### config.mk
export PLATFORM = sky130hd
export DESIGN_NAME = input_read_seq
export DESIGN_NICKNAME = d
export VERILOG_FILES = /design/src/rtl/input_read_pkg.sv /design/src/rtl/input_read_fifo.sv /design/src/rtl/input_read_seq.sv
export SDC_FILE = /design/constraint.sdc
export NUM_CORES = 1
export LEC_CHECK = 0
export BUFFER_PORTS_ARGS = -buffer_cell sky130_fd_sc_hd__buf_4
export CAP_MARGIN = 20
export CORE_ASPECT_RATIO = 0.9
export CORE_MARGIN = 2
export CORE_UTILIZATION = 40
export CTS_BUF_LIST = sky130_fd_sc_hd__clkbuf_4
export CTS_CLUSTER_DIAMETER = 50
export DETAILED_ROUTE_END_ITERATION = 8
export GPL_TIMING_DRIVEN = 0
export PLACE_DENSITY = 0.65
export SETUP_SLACK_MARGIN = 0.3
export SLEW_MARGIN = 10
export SYNTH_ARGS = -nofsm -noshare
export SYNTH_HDL_FRONTEND = slang
export SYNTH_SLANG_ARGS = --single-unit
### constraint.sdc
create_clock -name clk -period 1.5 [get_ports clk]
set_input_delay 0.375 -clock clk [delete_from_list [all_inputs] [get_ports clk]]
set_output_delay 0.375 -clock clk [all_outputs]
set_load 0.01 [all_outputs]
### src/rtl/input_read_pkg.sv
// Shared field codes, FSM encoding and beat record for the input read sequencer.
package input_read_pkg;

  localparam logic [1:0] SEL_BIT  = 2'd0;
  localparam logic [1:0] SEL_NIB  = 2'd1;
  localparam logic [1:0] SEL_BYTE = 2'd2;

  typedef enum logic [1:0] {
    ST_IDLE = 2'd0,
    ST_BIT  = 2'd1,
    ST_NIB  = 2'd2,
    ST_BYTE = 2'd3
  } state_t;

  typedef struct packed {
    logic [1:0] sel;
    logic [7:0] data;
    logic       last;
  } beat_t;

  // Field carved from the FIFO head for a given state; all-zero when idle.
  function automatic beat_t extract(input state_t st, input logic [7:0] head);
    beat_t b;
    b = '0;
    unique case (st)
      ST_BIT:  begin b.sel = SEL_BIT;  b.data = {7'b0, head[3]};   end
      ST_NIB:  begin b.sel = SEL_NIB;  b.data = {4'b0, head[5:2]}; end
      ST_BYTE: begin b.sel = SEL_BYTE; b.data = head; b.last = 1'b1; end
      default: b = '0;
    endcase
    return b;
  endfunction

endpackage

### src/rtl/input_read_fifo.sv
// Small power-of-two FIFO; pointers wrap naturally, count disambiguates full/empty.
module input_read_fifo #(
  parameter int DEPTH = 2,
  parameter int WIDTH = 8
) (
  input  logic                     clk,
  input  logic                     rst_n,
  input  logic                     push,
  input  logic [WIDTH-1:0]         wdata,
  input  logic                     pop,
  output logic [WIDTH-1:0]         rdata,
  output logic                     full,
  output logic                     empty,
  output logic [$clog2(DEPTH):0]   count
);

  localparam int AW = $clog2(DEPTH);
  localparam int CW = AW + 1;

  logic [WIDTH-1:0] mem [DEPTH];
  logic [AW-1:0]    wptr, rptr;
  logic             do_push, do_pop;

  assign full    = (count == CW'(DEPTH));
  assign empty   = (count == '0);
  assign do_push = push && !full;
  assign do_pop  = pop && !empty;
  assign rdata   = mem[rptr];

  always_ff @(posedge clk or negedge rst_n) begin
    if (!rst_n) begin
      wptr  <= '0;
      rptr  <= '0;
      count <= '0;
    end else begin
      if (do_push) wptr <= wptr + 1'b1;
      if (do_pop)  rptr <= rptr + 1'b1;
      unique case ({do_push, do_pop})
        2'b10:   count <= count + 1'b1;
        2'b01:   count <= count - 1'b1;
        default: count <= count;
      endcase
    end
  end

  // Storage needs no reset: pointers define which entries are live.
  always_ff @(posedge clk) begin
    if (do_push) mem[wptr] <= wdata;
  end

endmodule

### src/rtl/input_read_seq.sv
// Splits each buffered byte into bit, nibble and byte field beats.
// Optional out_parity output enabled by defining INPUT_READ_SEQ_PARITY_EN.
module input_read_seq
  import input_read_pkg::*;
#(
  parameter int DEPTH = 2
) (
  input  logic       clk,
  input  logic       rst_n,
  input  logic       in_valid,
  input  logic [7:0] in_data,
  output logic       in_ready,
  output logic       out_valid,
  input  logic       out_ready,
  output logic [1:0] out_sel,
  output logic [7:0] out_data,
  output logic       out_last,
  output logic [7:0] byte_cnt
`ifdef INPUT_READ_SEQ_PARITY_EN
  ,
  output logic       out_parity
`endif
);

  localparam int CW = $clog2(DEPTH) + 1;

  state_t        state, state_nxt;
  beat_t         beat;
  logic          ready_en;
  logic          push, pop, hs;
  logic          full, empty;
  logic [7:0]    head;
  logic [CW-1:0] fifo_count;

  input_read_fifo #(.DEPTH(DEPTH), .WIDTH(8)) u_fifo (
    .clk   (clk),
    .rst_n (rst_n),
    .push  (push),
    .wdata (in_data),
    .pop   (pop),
    .rdata (head),
    .full  (full),
    .empty (empty),
    .count (fifo_count)
  );

  // ready_en keeps in_ready low while in reset and until the first edge after release.
  always_ff @(posedge clk or negedge rst_n) begin
    if (!rst_n) ready_en <= 1'b0;
    else        ready_en <= 1'b1;
  end

  assign in_ready  = ready_en && !full;
  assign push      = in_valid && in_ready;
  assign out_valid = (state != ST_IDLE);
  assign hs        = out_valid && out_ready;
  assign pop       = hs && (state == ST_BYTE);

  always_ff @(posedge clk or negedge rst_n) begin
    if (!rst_n) begin
      state    <= ST_IDLE;
      byte_cnt <= '0;
    end else begin
      state <= state_nxt;
      if (pop) byte_cnt <= byte_cnt + 8'd1;
    end
  end

  always_comb begin
    state_nxt = state;
    unique case (state)
      ST_IDLE: if (!empty) state_nxt = ST_BIT;
      ST_BIT:  if (hs)     state_nxt = ST_NIB;
      ST_NIB:  if (hs)     state_nxt = ST_BYTE;
      // A same-cycle push counts as the next entry so bytes stream without a bubble.
      ST_BYTE: if (hs)     state_nxt = (fifo_count > CW'(1) || push) ? ST_BIT : ST_IDLE;
      default:             state_nxt = ST_IDLE;
    endcase
  end

  // Fields depend only on state and FIFO head, both frozen during a stall.
  assign beat     = extract(state, head);
  assign out_sel  = beat.sel;
  assign out_data = beat.data;
  assign out_last = beat.last;

`ifdef INPUT_READ_SEQ_PARITY_EN
  assign out_parity = ^out_data;
`endif

endmodule

* Word-level counts from Yosys, hierarchy flattened
Memory sizes are Yosys's and may differ from the RTL's. Index checks and enable logic that the tools add are counted.
Word-level totals: register bits after elaboration 15, latch bits 0, bits in writable memories 16, memory bits (read-only) 0, input bits 12, word-level logic and storage cells 48, memories 1
Operators by class: add/sub/neg operators 5, $mul 0, div/mod/pow operators 0, $lt $le $gt $ge 1, equality and inequality tests 10, shift-type cells 0, muxes and demuxes 11, bitwise logic cells 0, reductions and logical operators 14
Memories:
- u_fifo.mem | words 2, width 8, read ports 1, clocked after memory_dff 0, write ports 1, RTL line input_read_fifo.sv:20 | logic [WIDTH-1:0] mem [DEPTH];
Operators by type and width (number):
- $pmux W10 S3 | 1
- $add A8 B1 Y8 const B | 1
- $eq A2 B2 Y1 const B | 4
- $mux W2 | 4
- $ne A2 B2 Y1 const B | 4
- $pmux W2 S4 | 1
- $logic_and A1 B1 Y1 | 6
- $eq A2 B1 Y1 const B | 2
- $logic_not A2 Y1 | 2
- $mux W1 | 4
- $pmux W2 S2 | 1
- $reduce_and A4 Y1 | 1
- $reduce_bool A2 Y1 | 2
- $add A1 B1 Y1 const B | 2
- $add A2 B1 Y2 const B | 1
- $gt A2 B1 Y1 const B | 1
- $logic_not A1 Y1 | 2
- $sub A2 B1 Y2 const B | 1
- $logic_or A1 B1 Y1 | 1

* Logic depth before layout (Yosys ltp)
Gate-level depths: netlist of run 1.
depth in word-level cells 8, mapped depth 8, gate-level depth less buffers 7

* Cells and area by module
A second synthesis of run 1 with hierarchy kept.
Second synthesis, totals: cell total of the unflattened synthesis 111, area total of the unflattened synthesis 1485.2 sq um
By module, submodules not included:
- input_read_fifo | instances 1, cells each 43, area each 772.0 sq um, seq. area each 580.6 sq um
- input_read_seq | instances 1, cells each 68, area each 713.2 sq um, seq. area each 275.3 sq um

* Worst setup path before layout of run 1
Ideal clock, no wire load.
kind flip-flop to flip-flop, from register state[0], to register u_fifo.count[1], library setup time 0.127 ns, arrival 1.539 ns, required time 1.373 ns, slack -0.166 ns, cell stages (with the launch flop) 9, path buffers 1, clock period less this slack 1.666 ns, path through dfrtp_1 -> inv_1 -> ha_1 -> buf_2 -> nand3b_4 -> nor2_1 -> ha_1 -> nand2_1 -> o21ai_0
On the way: word-level cells in the longest chain between the ends 6, elaborated cells on any way between the ends 9, those cells by class eq/ne: 3; mux: 1; reduce/logical: 5
RTL lines:
- from (decl) | RTL line input_read_seq.sv:27 | state_t state, state_nxt;
- from (signal assigned) | RTL line input_read_seq.sv:64 | state <= state_nxt;
- $reduce_bool A2 Y1 | RTL line input_read_seq.sv:55 | assign out_valid = (state != ST_IDLE);
- $logic_and A1 B1 Y1 | RTL line input_read_seq.sv:56 | assign hs = out_valid && out_ready;
- $logic_and A1 B1 Y1 (*) | RTL line input_read_seq.sv:57 | assign pop = hs && (state == ST_BYTE);
- $logic_and A1 B1 Y1 (*) | RTL line input_read_fifo.sv:27 | assign do_pop = pop && !empty;
- named net u_fifo.do_pop | RTL line input_read_fifo.sv:22 | logic do_push, do_pop;
- $eq A2 B1 Y1 / $eq A2 B2 Y1 (equally long branches) | RTL line input_read_fifo.sv:38 | unique case ({do_push, do_pop})
- $pmux W2 S2 / $reduce_bool A2 Y1 (equally long branches)
- to (signal assigned) | RTL line input_read_fifo.sv:39 | 2'b10: count <= count + 1'b1;
- to (signal assigned) | RTL line input_read_fifo.sv:40 | 2'b01: count <= count - 1'b1;
- to (signal assigned) | RTL line input_read_fifo.sv:41 | default: count <= count;
- to (decl) | RTL line input_read_fifo.sv:14 | output logic [$clog2(DEPTH):0] count
Mark *: on every way through the listed nets, which the timed path passes. The rest lies on a longest branch. A chain may end at the register's enable or synchronous reset.

* Final worst setup path of run 1
from register u_fifo.rptr, to output port out_data[0]
On the way: word-level cells in the longest chain between the ends 2
RTL lines:
- from (decl) | RTL line input_read_fifo.sv:21 | logic [AW-1:0] wptr, rptr;
- from (signal assigned) | RTL line input_read_fifo.sv:37 | if (do_pop) rptr <= rptr + 1'b1;
- $mem_v2 Z2 W8
- $pmux W10 S3 | RTL line input_read_pkg.sv:25 | unique case (st)
- to (decl) | RTL line input_read_seq.sv:16 | output logic [7:0] out_data,
Every way passes these cells.

==> results of run 1 <==
[final timing paths]
check	slack [ps]	startpoint	depth (start not counted)	to
max reg2reg	-300	state[0]	9	byte_cnt[3]
max in group asynchronous	860	rst_n	2	state[0]
min reg2reg	570	byte_cnt[7]	2	byte_cnt[7]
min in group asynchronous	440	rst_n	2	u_fifo.count[1]
max	-600	u_fifo.rptr	5	out_data[0]
min	230	in_data[2]	1	u_fifo.mem[0][2]
[stage by stage]
| step | TNS (ps) | hold WS, ps | setup slack, ps | util, % | instances |
|---|---|---|---|---|---|
| finish | -7310 | 231 | -604 | 71.6 | 241 |
| global route | -8960 | 211 | -661 | 71.6 | 241 |
| CTS | -6040 | 220 | -625 | 69.2 | 236 |
| detailed placement | -3100 | 242 | -280 | 52.9 | 195 |
| global placement | -2450 | 239 | -240 | 52.9 | 195 |
| floorplan | -236 | 79.4 | -71.7 | - | 117 |
[cell usage after synthesis]
library cell,n,area share (%)
xnor2_1,7,4.1
mux2_2,4,3.0
nand2b_1,1,0.42
a222oi_1,1,0.67
buf_4,2,1.0
nand4_1,3,1.3
a2111oi_0,1,0.58
o41ai_2,1,1.1
mux2_4,1,1.0
o221ai_1,1,0.58
nand2_1,8,2.0
buf_2,1,0.33
buf_6,1,0.75
o21ai_1,1,0.33
ha_1,9,7.5
a22oi_1,1,0.50
a21o_1,1,0.50
a211o_1,1,0.58
nor2b_1,2,0.83
inv_1,6,1.5
xor2_1,4,2.3
nor3_1,3,1.0
nand3_1,2,0.67
conb_1,1,0.25
nor2_1,11,2.8
mux2i_1,4,2.7
and3_1,2,0.83
nand3b_4,1,1.3
o21ai_0,1,0.33
edfxtp_1,16,32
a2bb2oi_1,2,1.2
dfrtp_1,15,25
and3b_1,1,0.58
nand3b_1,1,0.50
[cells by family after synthesis]
logic type,count (synthesis)
compound gates,11
xor+xnor,11
fa+ha+maj,9
buf+inv,10
flops,31
mux,9
other cells,1
simple gates,35
[layout make-up]
type	instances	area share, %
Sequential cell	31	32.9
Timing Repair Buffer	71	25.7
Tap cell	46	2.20
Inverter	6	1.34
Clock inverter	2	0.335
Clock buffer	5	1.43
Buffer	4	2.01
Multi-Input combinational cell	76	34.1
[registers in the layout (all words and copies together) (netlist names)]
name          count
byte_cnt          8
ready_en          1
state             2
u_fifo.count      2
u_fifo.mem       16
u_fifo.rptr       1
u_fifo.wptr       1
[repair_timing]
action                                  in CTS  in global routing
endpoints found under the hold margin       15                  0
hold buffers                                 1                  0
pin swaps                                   19                  9
resized for setup                           60                 12
endpoints found under the setup margin      51                 51
buffers inserted                            33                  5
[power breakdown]
| part | total (mW) | switching (mW) | internal [mW] |
|---|---|---|---|
| clock network | 0.435 | 0.269 | 0.166 |
| registers | 1.30 | 0.198 | 1.11 |
| logic | 3.34 | 1.43 | 1.90 |
[layer usage]
metal | wire (µm) | global-route usage (%) | vias up
li1 | - | - | 572
met1 | 1670 | 26.5 | 584
met2 | 1970 | 31.0 | 31
met3 | 122 | 3.80 | 6
met4 | 47 | 6.00 | 0
met5 | 0 | 0 | -
[critical path, delay by kind of cell (launching register included)]
family                 cells  cell delay (ps)
buffers and inverters      2              280
AND/OR/NAND/NOR            1               70
flip-flops                 1              380
AO/OA/AOI/OAI              1              360
multiplexers               1              310
==> flow_summary.yaml, run 1 <==
status:
  status: "finished, violations left"
  violations: "setup timing"
timing:
  min_period_ps: 2100
  rsz0062_at_grt: "true"
  finalMaxSlewViolations: 0
  final.setup_skew_ps: 4.98
  layout_setup_ws_ps: -604
  max_freq_mhz: 475
  hold_viol_final: 0
  setup_viol: 34
  min_period_over_period_pct: 140
final_layout:
  final-seq-area_um2: 860
  final_common_cell: "buf_4"
  syn_to_final_growth_pct: 74.4
  nFillCells: 252
  multiInputGateArea_um2: 892
  final_cell_mix: "38 x buf_4, 32 x buf_6, 16 x edfxtp_1"
  stdcell_area_um2: 2620
  nets: 216
  layout-drive-gt1-share_pct: 65.1
  antenna_cells: 0
grt:
  grt_pass1_vias: 1216
  gr-usage-all-layers_pct: 19.5
  grt_max_degree: 16
  antenna_found_initial: 0
  grt_overflow: 0
  grt_pass1_wl_um: 5990
floorplanning:
  die_x_um: 68.6
  num_rows: 21
  initial_core_util_pct: 41.1
  core-area_um2: 3650
  die_area_um2: 4260
  die_h_um: 62.1
  io_pins: 33
clocking:
  clock-sinks: 31
  root_buffer: "clkbuf_4"
  clkLatencyLatePin_ps: 330
  cts_tree: "yes"
  numCtsBuffers: 5
  ctsHtreeMaxLevel: 2
  cts_max_path_buffers: 2
  cts.clk_slew.worst_paths_ps: 90
hold_path:
  hold_class: "in -> reg"
drt:
  wl_per_cell_um: 15.8
  routed_wl_um: 3810
  drt_iter0_drc: 61
  ant_nets: 0
  dr.pass1.iters: 4
  drt-vias-per-instance: 4.95
  vias: 1193
  remaining_drc_errors: 0
synthesis:
  syn_inst: 117
  synth_top_family_by_area: "simple AND/OR/NAND/NOR gates"
  synth_area_um2: 1500
  synth_xor_area_share_pct: 6.42
  yosys_warnings: 0
  synth_seq_cells: 31
  synthMuxAreaShare_pct: 6.67
  synth_fp_nets: 138
  yosys.cell_types.count: 34
  synth.avg_cell_area_um2: 12.8
  synthSimpleGateAreaFrac_pct: 12.2
  synth-compound-area-share_pct: 6.34
  yosys.area_share.adder_pct: 7.51
  ys_seq_area_share_pct: 57.0
placed_design:
  gp_congestion: 0.739
  dp_hpwl_um: 2140
  post_dp_cell_area_um2: 1930
  port_buffers: 32
worst_setup_path:
  crit_path_max_incr_delay_ps: 380
  end_kind: "output port"
  crit_chain: "buf_6 > mux2_4 > a222oi_1 > nor2_1 > buf_4"
  critPathKind: "reg -> out"
  crit_fanout: 5
  critical-path-slowest-cell: "dfrtp_1"
  arrival_ps: 1730
  start_kind: "flip-flop"
  cp.required_ps: 1120
power:
  peakVddDrop_mv: 0.970
  leakagePower_nw: 1.14
  power_density_nw_per_um2: 1940
  p_total_mw: 5.07
job:
  maxCapViolCount: 0
Note: power is estimated with default switching activity, not from simulation.
==> run 2, diff against run 1 <==
Clock period 1.5 ns to 1.9 ns, I/O delays scaled along.
==> flow_summary.yaml, run 2 (same netlist as run 1, synthesis figures left out) <==
grt:
  antenna_found_initial: 0
  grt_pass1_wl_um: 4910
  grt_pass1_vias: 1065
  grt_max_degree: 16
  gr-usage-all-layers_pct: 15.7
  grt_overflow: 0
worst_setup_path:
  crit_cells: 7
  crit_chain: "buf_6 > buf_4 > buf_6 > mux2_4 > a22oi_2 > nor2_1 > buf_4"
  cp_top_family: "buffers and inverters"
  rr_startpoint: "state[0]"
  crit_fanout: 7
  r2r_cells: 8
  crit_path_max_incr_delay_ps: 380
  end_kind: "output port"
  arrival_ps: 1770
  start_kind: "flip-flop"
  cp.buffers_inverters: 4
  cp.required_ps: 1420
  crit_end: "out_data[1]"
  critPathLaunch: "u_fifo.rptr"
  critPathKind: "reg -> out"
  critical-path-slowest-cell: "dfrtp_1"
  timing.reg2reg.setup_slack_ps: 100
  reg2reg_to: "u_fifo.count[0]"
placed_design:
  dp_hpwl_um: 2110
  gp_congestion: 0.719
  dp_slack_ps: 35.6
  port_buffers: 32
  post_dp_cell_area_um2: 1860
power:
  power.switching_mw: 1.37
  p_int_mw: 2.25
  clock_power_share_pct: 10.0
  swShare_pct: 37.8
  leakagePower_nw: 1.04
  p_seq_share_pct: 28.7
  peakVddDrop_mv: 0.759
  p_total_mw: 3.63
  power_density_nw_per_um2: 1530
  pwr-share-comb_pct: 61.4
status:
  status: "finished, violations left"
  violations: "setup timing"
clocking:
  numCtsBuffers: 5
  clkLatencyLatePin_ps: 340
  cts_tree: "yes"
  cts_max_path_buffers: 2
  ctsHtreeMaxLevel: 2
  root_buffer: "clkbuf_4"
  cts.clk_slew.worst_paths_ps: 100
  clock-sinks: 31
floorplanning:
  num_rows: 21
  initial_core_util_pct: 41.1
  io_pins: 33
  die_x_um: 68.6
  die_h_um: 62.1
  core-area_um2: 3650
  die_area_um2: 4260
drt:
  dr.pass1.iters: 4
  wl_per_cell_um: 14.4
  routed_wl_um: 3230
  drt-vias-per-instance: 5.00
  drt_iter0_drc: 57
  remaining_drc_errors: 0
  vias: 1119
  ant_nets: 0
final_layout:
  top_regs: "u_fifo.mem: 16 flops, byte_cnt: 8 flops"
  top_register: "u_fifo.mem"
  stdcell_area_um2: 2380
  final_common_cell: "buf_4"
  antenna_cells: 0
  nets: 198
  final_cell_mix: "35 x buf_4, 20 x buf_6, 16 x edfxtp_1"
  largest_reg_flops: 16
  syn_to_final_growth_pct: 58.5
  layout-drive-gt1-share_pct: 59.0
timing:
  max_freq_mhz: 446
  finalMaxSlewViolations: 0
  setup_viol: 9
  rsz0062_at_grt: "true"
  holdWs_ps: 310
  min_period_ps: 2240
  fin_setup_tns_ps: -1440
  layout_setup_ws_ps: -343
  hold_viol_final: 0
  min_period_over_period_pct: 118
  final.setup_skew_ps: 11.7
job:
  maxCapViolCount: 0
hold_path:
  hold_class: "in -> reg"
run 2: cell type report:
class	instances	area, µm²
Buffer	4	48.8
Clock buffer	5	37.5
Clock inverter	3	15.0
Fill cell	270	1270
Inverter	6	32.5
Multi-Input combinational cell	76	863
Sequential cell	31	858
Tap cell	46	57.6
Timing Repair Buffer	53	464
run 2: through the flow:
step	instances	util, %
floorplan	117	-
global placement	195	51.0
detailed placement	195	51.0
CTS	216	58.7
global route	224	65.1
finish	224	65.1
run 2: power by group through the flow:
stage / clock network (mW) / registers, mW / logic (mW)
CTS: 0.369 / 1.02 / 1.78
detailed placement: 0 / 1.01 / 1.39
floorplan: 0 / 1.00 / 0.948
global placement: 0 / 1.00 / 1.36
finish: 0.362 / 1.04 / 2.23
global route: 0.400 / 1.06 / 2.40
run 2: worst min path at each step:
stage,depth (start not counted),end,start
after floorplan,0,byte_cnt[0],rst_n
after global placement,1,byte_cnt[1],rst_n
after detailed placement,1,byte_cnt[0],rst_n
after CTS,1,u_fifo.mem[1][4],in_data[4]
after global routing,1,u_fifo.mem[0][4],in_data[4]
final,1,u_fifo.mem[0][2],in_data[2]
run 2: what timing repair did:
item / in CTS / in global routing
hold buffers: 1 / 0
buffers inserted: 12 / 8
pin swaps: 11 / 12
endpoints found under the setup margin: 34 / 31
endpoints found under the hold margin: 15 / 0
gates resized for setup: 32 / 35
run 2: layer usage:
metal | global-route usage (%) | vias to the layer above | share of wire [%] | wire length [µm]
met5 | 0 | - | 0 | 0
met4 | 5.25 | 0 | 1.7 | 56
met3 | 6.16 | 6 | 4.1 | 133
met2 | 22.8 | 16 | 49 | 1590
met1 | 21.4 | 562 | 45 | 1460
li1 | - | 535 | - | -
==> run 3, diff against run 2 <==
Settings changed: REMOVE_ABC_BUFFERS from default to 1.
==> flow_summary.yaml, run 3 (same netlist as run 1, synthesis figures left out) <==
drt:
  remaining_drc_errors: 0
  vias: 1143
  routed_wl_um: 3630
  drt-vias-per-instance: 5.06
  dr.pass1.iters: 4
  wl_per_cell_um: 16.0
  drt_iter0_drc: 47
  ant_nets: 0
clocking:
  root_buffer: "clkbuf_4"
  clock-sinks: 31
  cts.clk_slew.worst_paths_ps: 110
  clkLatencyLatePin_ps: 340
  cts_max_path_buffers: 2
  ctsHtreeMaxLevel: 2
  cts_tree: "yes"
  numCtsBuffers: 5
final_layout:
  final_common_cell: "buf_4"
  top_regs: "u_fifo.mem: 16 flops, byte_cnt: 8 flops"
  final_cell_mix: "45 x buf_4, 16 x edfxtp_1, 13 x dfrtp_1"
  antenna_cells: 0
  nets: 200
  stdcell_area_um2: 2340
  largest_reg_flops: 16
  layout-drive-gt1-share_pct: 58.3
  postLayoutCoreUtil_pct: 64.0
  syn_to_final_growth_pct: 55.9
  top_register: "u_fifo.mem"
power:
  leakagePower_nw: 1.05
  power_density_nw_per_um2: 1590
  peakVddDrop_mv: 0.701
grt:
  grt_pass1_wl_um: 5180
  grt_max_degree: 16
  grt_pass1_vias: 1067
  gr-usage-all-layers_pct: 16.7
  antenna_found_initial: 0
  grt_overflow: 0
worst_setup_path:
  cp.required_ps: 1420
  crit_fanout: 5
  r2r_cells: 8
  start_kind: "flip-flop"
  critPathKind: "reg -> out"
  end_kind: "output port"
  arrival_ps: 1710
placed_design:
  gp_congestion: 0.683
  post_dp_cell_area_um2: 1770
  dp_slack_ps: -122
  dp_hpwl_um: 1950
  port_buffers: 32
job:
  maxCapViolCount: 0
floorplanning:
  die_area_um2: 4260
  die_h_um: 62.1
  num_rows: 21
  initial_core_util_pct: 41.1
  core-area_um2: 3650
  die_x_um: 68.6
  io_pins: 33
timing:
  min_period_over_period_pct: 115
  layout_setup_ws_ps: -287
  finalMaxSlewViolations: 0
  max_freq_mhz: 457
  min_period_ps: 2190
  rsz0062_at_grt: "true"
  hold_viol_final: 0
  fin_setup_tns_ps: -1040
  holdWs_ps: 315
  final.setup_skew_ps: 15.0
  setup_viol: 10
status:
  status: "finished, violations left"
  violations: "setup timing"
hold_path:
  hold_class: "in -> reg"
  hold_depth: 1
## run 3: changes by cell type in the layout (fill, tap and decap cells not counted), sizes merged
cell,change
buf,+2
bufinv,+1
clkinvlp,-1
## run 3: cell type report
| class | instances | area (µm²) |
|---|---|---|
| Sequential cell | 31 | 858 |
| Clock buffer | 5 | 37.5 |
| Tap cell | 46 | 57.6 |
| Fill cell | 271 | 1310 |
| Timing Repair Buffer | 59 | 498 |
| Inverter | 6 | 27.5 |
| Clock inverter | 3 | 38.8 |
| Multi-Input combinational cell | 76 | 821 |
## run 3: final timing paths
kind / startpoint / endpoint / slack, ps
worst max-delay path: u_fifo.rptr / out_data[0] / -290
worst min-delay path: in_data[2] / u_fifo.mem[0][2] / 310
worst max register to register: state[1] / state[1] / 90
worst min register to register: byte_cnt[7] / byte_cnt[7] / 480
max in group asynchronous: rst_n / u_fifo.rptr / 1150
min in group asynchronous: rst_n / byte_cnt[5] / 550
## run 3: stage by stage
stage          cells  total power, mW
2_1_floorplan    113             1.78
3_3_place_gp     191             2.18
3_5_place_dp     191             2.23
4_1_cts          217             3.26
5_1_grt          226             3.93
6_report         226             3.73
## run 3: power by group
part | internal, mW | switching (mW) | total (mW)
logic | 1.21 | 0.977 | 2.19
clock network | 0.270 | 0.228 | 0.498
registers | 0.871 | 0.172 | 1.04
## run 3: worst max-delay path: stages, from the launching register on
cell and delay [ps]:
dfrtp_2 470, mux2_4 330, a222oi_1 360, nor2_1 80, buf_4 150
## run 3: repair_timing
| action | 4_1_cts | 5_1_grt |
|---|---|---|
| hold buffers | 1 | 0 |
| pin swaps | 10 | 16 |
| setup buffers | 17 | 9 |
| endpoints found under the hold margin | 15 | 0 |
| gates resized for setup | 41 | 27 |
| setup endpoints to repair | 29 | 37 |
## run 3: layer usage
layer	track usage, %	vias up	part of all wire, %
li1	-	541	-
met1	22.2	559	42
met2	24.9	33	51
met3	5.25	10	3.8
met4	7.25	0	3.0
met5	0	-	0
